==> src/rtl/cla_pkg.sv <==
// Shared constants and 4-bit group propagate/generate helpers for the
// pipelined carry-lookahead adder.
package cla_pkg;

    localparam int GROUP_W = 4;

    function automatic int ngroups(input int n);
        return n / GROUP_W;
    endfunction

    function automatic logic grp_prop(input logic [3:0] p4);
        return &p4;
    endfunction

    function automatic logic grp_gen(input logic [3:0] p4, input logic [3:0] g4);
        return g4[3]
             | (p4[3] & g4[2])
             | (p4[3] & p4[2] & g4[1])
             | (p4[3] & p4[2] & p4[1] & g4[0]);
    endfunction

endpackage

==> src/rtl/gen_signal.sv <==
// 4-bit group generate: high when the group produces a carry on its own.
module gen_signal
    import cla_pkg::*;
(
    input  logic [3:0] p,
    input  logic [3:0] g,
    output logic       gen
);

    assign gen = grp_gen(p, g);

endmodule

==> src/rtl/prop_signal.sv <==
// 4-bit group propagate: high when every bit of the group propagates.
module prop_signal
    import cla_pkg::*;
(
    input  logic [3:0] p,
    output logic       prop
);

    assign prop = grp_prop(p);

endmodule

==> src/rtl/cla_pipe_adder.sv <==
// Two-stage pipelined carry-lookahead adder with valid/ready on both sides:
// stage 1 registers bit/group p/g, stage 2 resolves carries into the output register.
module cla_pipe_adder
    import cla_pkg::*;
#(
    parameter int N = 16
) (
    input  logic         clk,
    input  logic         rst,
    input  logic         in_valid,
    output logic         in_ready,
    input  logic [N-1:0] a,
    input  logic [N-1:0] b,
    input  logic         cin,
    output logic         out_valid,
    input  logic         out_ready,
    output logic [N-1:0] sum,
    output logic         cout,
    output logic         prop_all
);

    localparam int NG = ngroups(N);

    logic [N-1:0]  p_s;
    logic [N-1:0]  g_s;
    logic [NG-1:0] grp_p_s;
    logic [NG-1:0] grp_g_s;

    logic [N-1:0]  s1_p_r;
    logic [N-1:0]  s1_g_r;
    logic [NG-1:0] s1_gp_r;
    logic [NG-1:0] s1_gg_r;
    logic          s1_cin_r;
    logic          s1_valid_r;

    logic [N-1:0]  sum_s;
    logic          cout_s;
    logic          prop_all_s;

    logic [N-1:0]  sum_r;
    logic          cout_r;
    logic          prop_all_r;
    logic          out_valid_r;

    logic          s2_ready_s;
    logic          in_xfer_s;

    assign p_s = a ^ b;
    assign g_s = a & b;

    for (genvar k = 0; k < NG; k++) begin : g_grp
        prop_signal u_prop (
            .p    (p_s[4*k +: 4]),
            .prop (grp_p_s[k])
        );
        gen_signal u_gen (
            .p   (p_s[4*k +: 4]),
            .g   (g_s[4*k +: 4]),
            .gen (grp_g_s[k])
        );
    end

    assign s2_ready_s = ~out_valid_r | out_ready;
    assign in_ready   = ~s1_valid_r | s2_ready_s;
    assign in_xfer_s  = in_valid & in_ready;

    // Stage 1 register: captures p/g terms on input transfer, empties on advance.
    always_ff @(posedge clk) begin
        if (rst) begin
            s1_p_r     <= '0;
            s1_g_r     <= '0;
            s1_gp_r    <= '0;
            s1_gg_r    <= '0;
            s1_cin_r   <= 1'b0;
            s1_valid_r <= 1'b0;
        end else if (in_xfer_s) begin
            s1_p_r     <= p_s;
            s1_g_r     <= g_s;
            s1_gp_r    <= grp_p_s;
            s1_gg_r    <= grp_g_s;
            s1_cin_r   <= cin;
            s1_valid_r <= 1'b1;
        end else if (s2_ready_s) begin
            s1_valid_r <= 1'b0;
        end
    end

    // Carry resolution: flat lookahead within each 16-bit block, block carries ripple.
    always_comb begin
        logic [NG:0]  gc_v;
        logic [N-1:0] bc_v;
        logic         prod_v;
        logic         car_v;
        int           blk_v;
        int           idx_v;

        gc_v    = '0;
        bc_v    = '0;
        gc_v[0] = s1_cin_r;
        for (int k = 0; k < NG; k++) begin
            blk_v  = (k / 4) * 4;
            prod_v = 1'b1;
            car_v  = 1'b0;
            for (int j = 0; j < 4; j++) begin
                idx_v = k - j;
                if (idx_v >= blk_v) begin
                    car_v  = car_v | (prod_v & s1_gg_r[idx_v]);
                    prod_v = prod_v & s1_gp_r[idx_v];
                end else begin
                    car_v  = car_v;
                    prod_v = prod_v;
                end
            end
            gc_v[k+1] = car_v | (prod_v & gc_v[blk_v]);
        end

        // Bit carries inside each group from the group's incoming carry.
        for (int k = 0; k < NG; k++) begin
            for (int i = 0; i < 4; i++) begin
                prod_v = 1'b1;
                car_v  = 1'b0;
                for (int j = 0; j < 4; j++) begin
                    idx_v = 4*k + i - 1 - j;
                    if (j < i) begin
                        car_v  = car_v | (prod_v & s1_g_r[idx_v]);
                        prod_v = prod_v & s1_p_r[idx_v];
                    end else begin
                        car_v  = car_v;
                        prod_v = prod_v;
                    end
                end
                bc_v[4*k + i] = car_v | (prod_v & gc_v[k]);
            end
        end

        sum_s      = s1_p_r ^ bc_v;
        cout_s     = gc_v[NG];
        prop_all_s = &s1_gp_r;
    end

    // Output register: loads whenever stage 2 can accept, holds while stalled.
    always_ff @(posedge clk) begin
        if (rst) begin
            sum_r       <= '0;
            cout_r      <= 1'b0;
            prop_all_r  <= 1'b0;
            out_valid_r <= 1'b0;
        end else if (s2_ready_s) begin
            out_valid_r <= s1_valid_r;
            if (s1_valid_r) begin
                sum_r      <= sum_s;
                cout_r     <= cout_s;
                prop_all_r <= prop_all_s;
            end
        end
    end

    assign sum       = sum_r;
    assign cout      = cout_r;
    assign prop_all  = prop_all_r;
    assign out_valid = out_valid_r;

endmodule

==> config.mk <==
export PLATFORM = sky130hd
export DESIGN_NAME = cla_pipe_adder
export DESIGN_NICKNAME = d
export VERILOG_FILES = /design/src/rtl/cla_pkg.sv /design/src/rtl/gen_signal.sv /design/src/rtl/prop_signal.sv /design/src/rtl/cla_pipe_adder.sv
export SDC_FILE = /design/constraint.sdc
export NUM_CORES = 1
export LEC_CHECK = 0
export ABC_CLOCK_PERIOD_IN_PS = 1510
export CORE_AREA = 2 2 73 102
export CTS_CLUSTER_DIAMETER = 100
export DETAILED_ROUTE_END_ITERATION = 10
export DIE_AREA = 0 0 75 104
export PLACE_DENSITY = 0.66
export SETUP_SLACK_MARGIN = 0.5
export SYNTH_ARGS = -nofsm -noshare
export SYNTH_HDL_FRONTEND = slang
export SYNTH_SLANG_ARGS = --single-unit
==> constraint.sdc <==
create_clock -name clk -period 1.51 [get_ports clk]
set_input_delay 0.302 -clock clk [delete_from_list [all_inputs] [get_ports clk]]
set_output_delay 0.302 -clock clk [all_outputs]
set_load 0.02 [all_outputs]
==> key figures <==
Timing
  – Clock Skew: 0.00900 ns
  – Final setup TNS: -0.218 ns
  – Fin crit share: 111%
  – Final Slew Violations: 0
  – Max_slew headroom: 77.0%
  – Final Hold Fails: 0
  – Setup Viol. Count Final: 4
  – Maximum clock frequency: between 0.5 and 0.6 GHz
  – RSZ-0062 raised after global routing: yes
  – Slew @ Worst Pin: between 0.3 and 0.4 ns
  – Final min period: approximately 1.7 ns
  – Setup ws final: -0.161 ns

Clock tree
  – Inserted Clock Buffers: 9
  – Post-CTS Hold Fix Bufs: 0
  – CTS tree: done
  – CTS clk-pin slew, worst paths: roughly 0.06 ns
  – Clock sinks: 57
  – Clk_lat worst skew: ~0.35 ns
  – Root Buffer: clkbuf_8
  – CTS H-tree lvls: 3
  – CTS Buffer Depth: 2

Yosys
  – Top-count cell post-synth: nand2_1
  – EDFF count, synth: 0
  – Unique masters post-synth: 34
  – Synthesized flop and latch total: 57
  – Syn nets: 389
  – Mapped Area: approximately 2700 um^2
  – Post-Syn Instances: between 300 and 400
  – Synth warnings: 0
  – Predominant post-synthesis flop cell: dfxtp_1
  – Synth area leader: dfxtp_1
  – Top-area cell type share of the netlist area: 42.7%
  – Area contributors post-synth: dfxtp_1, nand2_1, a21oi_1
  – Ys async rst share: 0%
  – Syn Area/Cell: roughly 8.0 um^2
  – Post-synthesis sequential area ratio: between 40 and 50%
  – Commonest cells in the netlist: nand2_1, dfxtp_1, a21oi_1

Placed design
  – Dpl ws: -0.326 ns
  – PortBufs: 56
  – Hpwl dp: ~4700 um
  – Gpl congestion: roughly 0.74

Cells and area
  – Layout area overhead: 81.1%
  – Final-layout fill cell count: 493
  – Ant. Diodes: 0
  – Util after Layout: 70.2%
  – Layout Nets: 503
  – Share of cells above drive strength 1: around 54%

Floorplanning
  – Die area: ~8000 um^2
  – # rows: 36
  – Die width: 75 um
  – Ports: 57
  – Die Y: 104 um
  – Initial Utilization: about 39%
  – Core Box Area: a little under 7000 um^2

Worst setup path
  – Data required time of the worst path: 1.79 ns
  – CP arrival: 1.95 ns
  – Critical path endpoint category: register
  – WS Path Type: register to register
  – Crit Path Max Fanout: 2
  – Worst path max stage delay: ~0.43 ns
  – Cell family with the largest share of critical-path delay: compound AO/OA/AOI/OAI gates
  – Slowest CP cell: or4_4
  – CP startpoint kind: register
  – Buf+Inv Stages, Crit Path: 0
  – CP Cell Sequence: a211oi_2, nor2_1, or4_4, a2111o_1, nand3_1

Detailed routing
  – Detail Route Antenna Nets: 0
  – DR iter-0 viols: around 110
  – Via count: 2,894
  – 1st-pass router iterations: 4
  – Residual DRC count: 0
  – Vias per std cell: approximately 5.3
  – Avg WL per Cell: between 15 and 20 um
  – Total Wirelength: 8800 um

Flow run
  – Max-cap violation count: 0

Power and ir drop
  – Power per cell area: between 800 and 900 nW/um^2
  – Pwr Total: between 4 and 5 mW
  – Maximum vdd drop: 625 uV
  – Leakage: 2.10 nW

Status
  – Outcome: finished with violations
  – Failing checks: negative setup slack

Global route
  – Largest net degree at the start of global routing: 46
  – Overflow after GRT: 0
  – Vias in the first global route: 2,821
  – Global Route Usage Sum: 22.2%
  – First-pass GRT wire length: about 13,000 um
  – Antenna violations before repair: 0

Min path
  – Hold Crit Class: primary input to register
-- metal layers --
layer	vias up	global-route usage, %	part of all wire [%]
li1	1386	-	-
met1	1400	27.1	39
met2	90	36.3	54
met3	18	4.94	4.1
met4	0	9.57	2.6
met5	-	0	0
-- power breakdown --
group | internal, mW | total [mW] | switching [mW] | leakage (nW)
clock network | 0.930 | 1.54 | 0.614 | 0.112
logic | 0.501 | 0.935 | 0.434 | 1.51
registers | 1.59 | 1.69 | 0.0996 | 0.477
total | 3.02 | 4.17 | 1.15 | 2.10
-- timing repair --
item,4_1_cts,5_1_grt
gates cloned,7,0
endpoints found under the setup margin,75,77
setup buffers,17,10
gates resized for setup,245,70
pin swaps,65,30
-- cell usage in the layout, fill, tap and decap left out, types with 2 or more instances in the layout --
master           count
a211o_1              2
a21o_1               5
a21oi_1             12
a21oi_2             42
a22o_1               2
a31oi_1              4
and2_4               5
and4_1               4
buf_12               5
buf_16               2
buf_4               33
buf_6               36
buf_8                3
clkbuf_8            13
clkdlybuf4s50_1     30
dfxtp_1             34
dfxtp_2             22
dlygate4sd2_1        5
ha_1                15
ha_4                 4
inv_1                2
mux2i_1              2
nand2_1             44
nand2_2             20
nand2_4             25
nand2b_4             2
nand3_1              5
nor2_1               8
nor2_2               3
nor2_4               8
nor2b_1              4
nor2b_4              2
nor3_1               2
nor3_2               2
nor4b_1              5
o21ai_0              4
o21ai_1              8
xnor2_1              5
-- worst paths after layout --
check	startpoint	endpoint	slack (ns)	cells after the start
min	rst	sum[10]	0.29	3
max	s1_gp_r[0]	sum[11]	-0.16	5
min reg2reg	sum[13]	sum[13]	0.47	2
max reg2reg	s1_gp_r[0]	sum[11]	-0.16	5
-- through the flow --
step	hold WS, ns	instances	instance area (um^2)
final	0.291	545	4840
after global routing	0.310	545	4840
after CTS	0.294	535	4470
after detailed placement	0.450	496	3620
after global placement	0.442	496	3620
after floorplan	0.419	332	2810
-- final cells by class --
class	count	area, um^2	share of cell area [%]
clock buffers	13	179	3.70
clock inverters	2	35.0	0.724
inverters	2	7.51	0.155
multi-input cells	261	2120	43.9
flip-flops and latches	57	1170	24.2
well taps	95	119	2.46
repair buffers	115	1200	24.8
-- flip-flops by register name, indices dropped and copies added (netlist names) --
register	count
s1_p_r	16
sum	16
s1_g_r	12
s1_gg_r	4
s1_gp_r	4
cout	1
out_valid	1
prop_all	1
s1_cin_r	1
s1_valid_r	1
-- worst reg2reg max path, cell delays in order (launching register included) --
cell and delay, ns:
dfxtp_2 0.33, a211oi_2 0.28, nor2_1 0.10, or4_4 0.43
a2111o_1 0.38, nand3_1 0.08
-- cell families (layout without fill, tap and decap cells) --
kind of cell,Yosys count,after routing,share of synthesized area [%]
simple gates,140,145,23.4
compound gates,88,88,18.9
flops,57,57,42.7
fa+ha+maj,20,20,9.36
buf+inv,19,132,2.95
xor+xnor,6,6,1.97
mux,2,2,0.749
Note: power is estimated with default switching activity, not from simulation.
